--- config.mk ---
export PLATFORM = sky130hd
export DESIGN_NAME = mem_arbiter
export DESIGN_NICKNAME = d
export VERILOG_FILES = /design/src/rtl/mem_arbiter.sv
export SDC_FILE = /design/constraint.sdc
export NUM_CORES = 1
export LEC_CHECK = 0
export ABC_AREA = 0
export CAP_MARGIN = 20
export CORE_MARGIN = 2
export CORE_UTILIZATION = 40
export CTS_BUF_LIST = sky130_fd_sc_hd__clkbuf_4 sky130_fd_sc_hd__clkbuf_8
export DETAILED_ROUTE_END_ITERATION = 16
export PLACE_DENSITY_LB_ADDON = 0.25
export SLEW_MARGIN = 20
export SYNTH_ARGS = -nofsm -noshare
export SYNTH_HDL_FRONTEND = slang
export SYNTH_SLANG_ARGS = --single-unit
--- constraint.sdc ---
create_clock -name clk -period 2.72 [get_ports clk]
set_input_delay 0.816 -clock clk [delete_from_list [all_inputs] [get_ports clk]]
set_output_delay 0.816 -clock clk [all_outputs]
set_load 0.02 [all_outputs]
--- src/rtl/mem_arbiter.sv ---
// mem_arbiter: shares one unified instruction/data memory between the
// multicycle core (c_*) and the program loader (l_*). Accesses are
// serialised through a four-state FSM (IDLE, ISSUE, WAIT, RESP) with
// round-robin fairness between the two requesters.
//
// Optional feature macro: MEM_ARB_LOCK_EN
//   When defined, l_lock lets the loader keep ownership for burst loading
//   once it has won a grant. When undefined, l_lock is ignored.
//
// Request handshake (both ports): a requester raises valid with we/addr/
// wdata stable; the access is accepted in the cycle where valid && ready
// are both 1. ready is combinational, only in IDLE, and only for the
// arbitration winner. Dropping valid before ready withdraws the request.
// Each accepted access is answered by exactly one single-cycle rvalid
// pulse on the owner's port (read data valid, or write done).
module mem_arbiter #(
  parameter int ADDR_W = 12,
  parameter int RD_LAT = 1
) (
  input  logic              clk,
  input  logic              rst,
  input  logic              c_valid,
  output logic              c_ready,
  input  logic              c_we,
  input  logic [ADDR_W-1:0] c_addr,
  input  logic [31:0]       c_wdata,
  output logic              c_rvalid,
  output logic [31:0]       c_rdata,
  input  logic              l_valid,
  output logic              l_ready,
  input  logic              l_we,
  input  logic [ADDR_W-1:0] l_addr,
  input  logic [31:0]       l_wdata,
  output logic              l_rvalid,
  output logic [31:0]       l_rdata,
  input  logic              l_lock,
  output logic              m_en,
  output logic              m_we,
  output logic [ADDR_W-1:0] m_addr,
  output logic [31:0]       m_wdata,
  input  logic [31:0]       m_rdata,
  output logic [1:0]        o_dbg_state
);

  typedef enum logic [1:0] {
    S_IDLE  = 2'd0,
    S_ISSUE = 2'd1,
    S_WAIT  = 2'd2,
    S_RESP  = 2'd3
  } state_t;

  localparam logic OWN_CORE = 1'b0;
  localparam logic OWN_LDR  = 1'b1;

  // WAIT lasts RD_LAT cycles; the counter reaches 0 on the cycle m_rdata is valid.
  localparam logic [1:0] CNT_INIT = 2'(RD_LAT - 1);

  state_t              r_state;
  state_t              w_state_nxt;
  logic                r_we;
  logic [ADDR_W-1:0]   r_addr;
  logic [31:0]         r_wdata;
  logic                r_owner;
  logic                r_last_grant;
  logic [1:0]          r_cnt;
  logic [31:0]         r_c_rdata;
  logic [31:0]         r_l_rdata;

  logic                w_idle;
  logic                w_lock_core;
  logic                w_grant_c;
  logic                w_grant_l;
  logic                w_sample;

  // Arbitration: single requester wins; on a tie the one not granted last wins.
  always_comb begin
    w_lock_core = 1'b0;
`ifdef MEM_ARB_LOCK_EN
    // Lock only holds off the core once the loader already owns last_grant.
    w_lock_core = l_lock && (r_last_grant == OWN_LDR);
`else
    // l_lock has no effect in this build.
    w_lock_core = l_lock & 1'b0;
`endif
    w_idle    = (r_state == S_IDLE);
    w_grant_c = w_idle && c_valid && !w_lock_core &&
                (!l_valid || (r_last_grant == OWN_LDR));
    w_grant_l = w_idle && l_valid &&
                (!c_valid || w_lock_core || (r_last_grant == OWN_CORE));
  end

  // Next-state and FSM-decoded outputs.
  always_comb begin
    w_state_nxt = r_state;
    w_sample    = 1'b0;
    m_en        = 1'b0;
    m_we        = 1'b0;
    m_addr      = '0;
    m_wdata     = '0;
    c_rvalid    = 1'b0;
    l_rvalid    = 1'b0;
    case (r_state)
      S_IDLE: begin
        if (w_grant_c || w_grant_l) w_state_nxt = S_ISSUE;
      end
      S_ISSUE: begin
        m_en    = 1'b1;
        m_we    = r_we;
        m_addr  = r_addr;
        m_wdata = r_wdata;
        w_state_nxt = r_we ? S_RESP : S_WAIT;
      end
      S_WAIT: begin
        if (r_cnt == 2'd0) begin
          w_sample    = 1'b1;
          w_state_nxt = S_RESP;
        end
      end
      S_RESP: begin
        c_rvalid    = (r_owner == OWN_CORE);
        l_rvalid    = (r_owner == OWN_LDR);
        w_state_nxt = S_IDLE;
      end
      default: w_state_nxt = S_IDLE;
    endcase
  end

  // State register, request latch, read-latency counter and per-port read data.
  always_ff @(posedge clk) begin
    if (rst) begin
      r_state      <= S_IDLE;
      r_we         <= 1'b0;
      r_addr       <= '0;
      r_wdata      <= '0;
      r_owner      <= OWN_CORE;
      r_last_grant <= OWN_LDR;
      r_cnt        <= 2'd0;
      r_c_rdata    <= '0;
      r_l_rdata    <= '0;
    end else begin
      r_state <= w_state_nxt;
      if (w_grant_c) begin
        r_we         <= c_we;
        r_addr       <= c_addr;
        r_wdata      <= c_wdata;
        r_owner      <= OWN_CORE;
        r_last_grant <= OWN_CORE;
      end else if (w_grant_l) begin
        r_we         <= l_we;
        r_addr       <= l_addr;
        r_wdata      <= l_wdata;
        r_owner      <= OWN_LDR;
        r_last_grant <= OWN_LDR;
      end
      if (r_state == S_ISSUE) begin
        r_cnt <= CNT_INIT;
      end else if ((r_state == S_WAIT) && (r_cnt != 2'd0)) begin
        r_cnt <= r_cnt - 2'd1;
      end
      if (w_sample) begin
        if (r_owner == OWN_CORE) r_c_rdata <= m_rdata;
        else                     r_l_rdata <= m_rdata;
      end
    end
  end

  assign c_ready     = w_grant_c;
  assign l_ready     = w_grant_l;
  assign c_rdata     = r_c_rdata;
  assign l_rdata     = r_l_rdata;
  assign o_dbg_state = r_state;

endmodule

==> results of run 1 <==
[cell usage after synthesis (3+ instances only)]
cell	instances
nand2_1	133
dfxtp_1	115
a21oi_1	66
nor3_1	47
and2_1	46
nor3b_1	45
o21ai_0	45
clkbuf_1	42
a211oi_2	28
a211oi_1	17
buf_2	9
ha_1	6
inv_1	6
buf_6	5
buf_1	4
nor2_1	3
nor2b_1	3
[layout make-up]
class                           count  area [um2]
Clock buffer                       20         275
Fill cell                        1099        4540
Clock inverter                     12         178
Timing Repair Buffer              258        2520
Tap cell                          172         215
Sequential cell                   115        2300
Inverter                            6        22.5
Multi-Input combinational cell    452        2620
[flip-flops by register name (all words and copies together) (netlist names)]
register / flops
r_addr: 12
r_wdata: 32
r_we: 1
r_last_grant: 1
c_rdata: 32
r_cnt: 2
l_rdata: 32
r_owner: 1
o_dbg_state: 2
[path summary, 6_finish.rpt]
kind	end	start	cells after the start
max	c_ready	c_valid	5
min	c_rdata[7]	c_rdata[7]	2
max reg2reg	r_wdata[9]	o_dbg_state[0]	6
min reg2reg	c_rdata[7]	c_rdata[7]	2
[stage by stage]
stage | worst slack, ns | hold slack [ns] | TNS, ns | cell area, um2 | cells
2_1_floorplan | 0.202 | 0.479 | 0 | 5210 | 634
3_3_place_gp | -0.500 | 0.441 | -0.857 | 7740 | 1003
3_5_place_dp | -0.525 | 0.446 | -0.947 | 7740 | 1003
4_1_cts | 0.0117 | 0.456 | 0 | 8130 | 1035
5_1_grt | 0.000973 | 0.473 | 0 | 8140 | 1035
6_report | 0.0647 | 0.456 | 0 | 8140 | 1035
[metal layers]
metal / part of all wire [%] / wire, um / track usage [%] / vias up
li1: - / - / - / 2601
met5: 0 / 0 / 0 / -
met4: 1.7 / 293 / 8.28 / 0
met2: 50 / 8390 / 41.0 / 212
met1: 40 / 6670 / 27.5 / 2543
met3: 8.5 / 1420 / 7.70 / 23
[cells by family (layout without fill, tap and decap cells)]
logic type               after synthesis  after routing  synth area share (%)
multiplexers                           1              1                 0.192
adder cells (fa/ha/maj)                6              6                  1.44
XOR/XNOR                               1              1                 0.168
buffers and inverters                 67            296                  5.84
AO/OA/AOI/OAI                        162            162                  20.8
flip-flops                           115            115                  44.2
AND/OR/NAND/NOR                      282            282                  27.3
[report_power, final]
part | leakage, nW | internal (mW) | switching, mW
Clock | 0.229 | 1.07 | 0.714
Sequential | 0.940 | 2.07 | 0.184
Combinational | 1.82 | 1.32 | 1.79
Total | 2.99 | 4.47 | 2.68
[worst max-delay path: cells and delay by family]
kind | cells | cell delay, ns
simple gates | 2 | 0.35
buf+inv | 3 | 0.67
[placed cells by master (no fill, tap or decap), types with 2 or more instances in the layout]
cell / instances
clkdlybuf4s15_1: 8
inv_1: 6
ha_1: 6
nand2_1: 133
clkinv_2: 3
nor3_1: 47
clkbuf_2: 3
nor2b_1: 2
buf_12: 4
buf_4: 14
dlygate4sd2_1: 36
buf_2: 2
bufinv_16: 4
a211oi_2: 28
clkinv_4: 3
dfxtp_1: 115
clkdlybuf4s50_1: 190
a21oi_1: 66
nor3b_1: 45
nor2_1: 2
a211oi_1: 17
and2_1: 46
o21ai_0: 45
clkbuf_8: 20
[timing repair]
action | CTS | global route
gates resized for setup | 56 | 16
setup endpoints to repair | 48 | 13
hold buffers | 0 | 0
==> impl_metrics.yaml, run 1 <==
place:
  gp_congestion: 0.819
  port_buffers: 241
  hpwl_mm: 11.4
detailed_routing:
  post_drt_wl_per_cell_um: 16.2
  ant_nets: 0
  vias: 5379
  routed_wl_mm: 16.8
  drtIter0Drc: 334
  viasPerCell: 5.20
  drc: 0
  dr.pass1.iters: 4
yosys:
  avgSynthCellArea_um2: 8.22
  synth_edf_count: 0
  synth_flop_cell: "dfxtp_1"
  synth.area.top_cells: "dfxtp_1 (44%), nand2_1 (9.6%), a211oi_2 (6.7%)"
  synth_top_area_share_pct: 44.2
  synth_async_sr_flop_share_pct: 0
  yosysSeqAreaShare_pct: 44.2
  synth-seq-cells: 115
  syn_nets: 767
  yosys.area.top_type: "dfxtp_1"
  syn_area_um2: 5210
  ys_types: 31
  synth-warning-count: 0
  synth_cells: 634
critical_path:
  critPathArrivalTime_ns: 1.84
  start_kind: "input pin"
  cp.required_ns: 1.90
  crit_type: "in -> out"
  r2r_slack_ns: 0.77
  crit_path_max_incr_delay_ns: 0.48
  cp_max_fo: 2
  crit_chain: "clkdlybuf4s50_1 -> nand2_1 -> or2_4 -> inv_1 -> buf_4"
  worstSetupEndpointType: "primary output"
  crit_slowest_cell: "clkdlybuf4s50_1"
cells_and_area:
  antenna_cells: 0
  drive_gt1_share_pct: 10.2
  post-route-util_pct: 64.2
  syn2layout_area_growth_pct: 56.2
  fin_nets: 983
cts:
  clock_latency_ns: 0.42
  cts_made_buffers: 17
  root_buffer: "clkbuf_8"
  cts_setup_buffers: 0
  h-tree-depth: 4
  clkSlewWorstSetupHoldPaths_ns: 0.06
  cts.sink_count: 115
  cts_tree: "built"
  cts_buffer_depth: 2
global_routing:
  grt-ovfl-total: 0
  grtUsageTotal_pct: 23.7
  grt_max_degree: 68
  antenna_found_initial: 0
  grt_pass1_wl_mm: 26.9
  grt_pass1_vias: 5437
timing:
  rsz0062_at_grt: "no"
  relSlewSlack_pct: 54.9
  skew_ns: 0.00918
  setup_viol: 0
  fmax_mhz: 377
  drv_slew: 0
  fin_crit_sh_pct: 97.6
  worstMarginPinSlew_ns: 0.676
  hold_violations: 0
  period_minus_slack_ns: 2.66
run_status:
  outcome: "finished, final reports clean"
die:
  ios: 243
  num_rows: 41
  start_util_pct: 41.1
  die_area_um2: 14000
  die_h_um: 118
  core_um2: 12700
  die_w_um: 118
pwr:
  p_leak_nw: 2.99
  power.total_mw: 7.15
  ir_drop_mv: 0.459
  p_per_area_nw_per_um2: 879
job:
  maxCapViolations: 0
worst_hold_path:
  hold_path.class: "reg -> reg"
(Power assumes the default switching activity.)
==> run 2: changes to the inputs <==
CAP_MARGIN = unset   (was 20)
==> results of run 2 <==
No change in the layout: final DEF, timing and power equal those of run 1.
==> run 3: changes to the inputs <==
SLEW_MARGIN = unset   (was 20)
==> impl_metrics.yaml, run 3 (same netlist as run 1, synthesis figures left out) <==
cells_and_area:
  layout_common_cells: "clkdlybuf4s50_1 (190), nand2_1 (133), dfxtp_1 (115)"
  final_common_cell: "clkdlybuf4s50_1"
  syn2layout_area_growth_pct: 56.0
  instances_no_fill: 1036
  fill_cells: 1103
  design_area_um2: 8130
  fin_nets: 984
  post-route-util_pct: 64.1
  drive_gt1_share_pct: 10.9
  antenna_cells: 0
cts:
  h-tree-depth: 4
  cts.sink_count: 115
  root_buffer: "clkbuf_8"
  cts_tree: "built"
  cts_made_buffers: 17
  cts_buffer_depth: 2
  clock_latency_ns: 0.44
  cts_setup_buffers: 0
  clkSlewWorstSetupHoldPaths_ns: 0.06
detailed_routing:
  drc: 0
  viasPerCell: 5.23
  ant_nets: 0
  routed_wl_mm: 17.1
  vias: 5418
  post_drt_wl_per_cell_um: 16.5
  drtIter0Drc: 295
  dr.pass1.iters: 4
die:
  die_w_um: 118
  num_rows: 41
  die_area_um2: 14000
  ios: 243
  start_util_pct: 41.1
  core_um2: 12700
  die_h_um: 118
pwr:
  p_per_area_nw_per_um2: 875
  power.total_mw: 7.11
  p_leak_nw: 2.95
  ir_drop_mv: 0.380
place:
  dp.cells: 1003
  gp_congestion: 0.819
  placed_cell_area_um2: 7740
  pre_cts_slack_ns: -0.536
  hpwl_mm: 11.5
  port_buffers: 241
timing:
  layout_setup_ws_ns: 0.0510
  fin_crit_sh_pct: 98.1
  period_minus_slack_ns: 2.67
  worstMarginPinSlew_ns: 1.19
  relSlewSlack_pct: 20.5
  hold_violations: 0
  rsz0062_at_grt: "no"
  fmax_mhz: 375
  drv_slew: 0
  fin_tns_setup_ns: 0
  whs_ns: 0.453
  setup_viol: 0
  skew_ns: 0.0115
worst_hold_path:
  hold_path.class: "reg -> reg"
critical_path:
  worstSetupEndpointType: "primary output"
  cp.required_ns: 1.90
  start_kind: "input pin"
  critPathArrivalTime_ns: 1.85
  crit_type: "in -> out"
  cp_max_fo: 3
global_routing:
  grtUsageTotal_pct: 23.6
  antenna_found_initial: 0
  grt-ovfl-total: 0
  grt_max_degree: 68
  grt_pass1_wl_mm: 26.7
  grt_pass1_vias: 5454
job:
  maxCapViolations: 0
run_status:
  outcome: "finished, final reports clean"
run 3: changes by cell type in the layout (fill, tap and decap cells not counted), moves of 3 or more:
cell / previous run / this run
dlygate4sd2_1: 36 / 28
clkdlybuf4s15_1: 8 / 11
clkinvlp_4: 1 / 4
clkbuf_2: 3 / 8
run 3: worst paths after layout:
path | start | end | slack (ns) | depth (start not counted)
min | c_rdata[1] | c_rdata[1] | 0.45 | 2
max | c_valid | l_ready | 0.05 | 4
min reg2reg | c_rdata[1] | c_rdata[1] | 0.45 | 2
max reg2reg | o_dbg_state[0] | c_rdata[9] | 0.57 | 5
run 3: layout make-up:
cell class              count  area, um2  area share (%)
clock buffers              22        303            3.73
clock inverters            10        121            1.49
inverters                   6       22.5           0.277
multi-input cells         452       2630            32.3
flip-flops and latches    115       2300            28.3
well taps                 172        215            2.65
repair buffers            259       2540            31.2
run 3: power by group:
group / total, mW / internal, mW / switching, mW
logic: 3.19 / 1.37 / 1.82
registers: 2.26 / 2.07 / 0.187
clock network: 1.67 / 0.942 / 0.728
total: 7.11 / 4.38 / 2.73
run 3: worst max-delay path, stage by stage:
cell             delay [ns]
clkdlybuf4s50_1        0.42
buf_4                  0.16
a21oi_2                0.17
clkdlybuf4s15_2        0.28
run 3: per-layer routing:
metal / GRT usage (%) / part of all wire [%] / vias up
li1: - / - / 2610
met1: 27.1 / 41 / 2544
met2: 41.1 / 49 / 236
met3: 7.51 / 8.3 / 28
met4: 8.66 / 1.9 / 0
met5: 0 / 0 / -
run 3: repair_timing:
item / CTS / global route
endpoints found under the setup margin: 48 / 36
resized for setup: 55 / 31
cloned: 0 / 1
hold buffers: 0 / 0
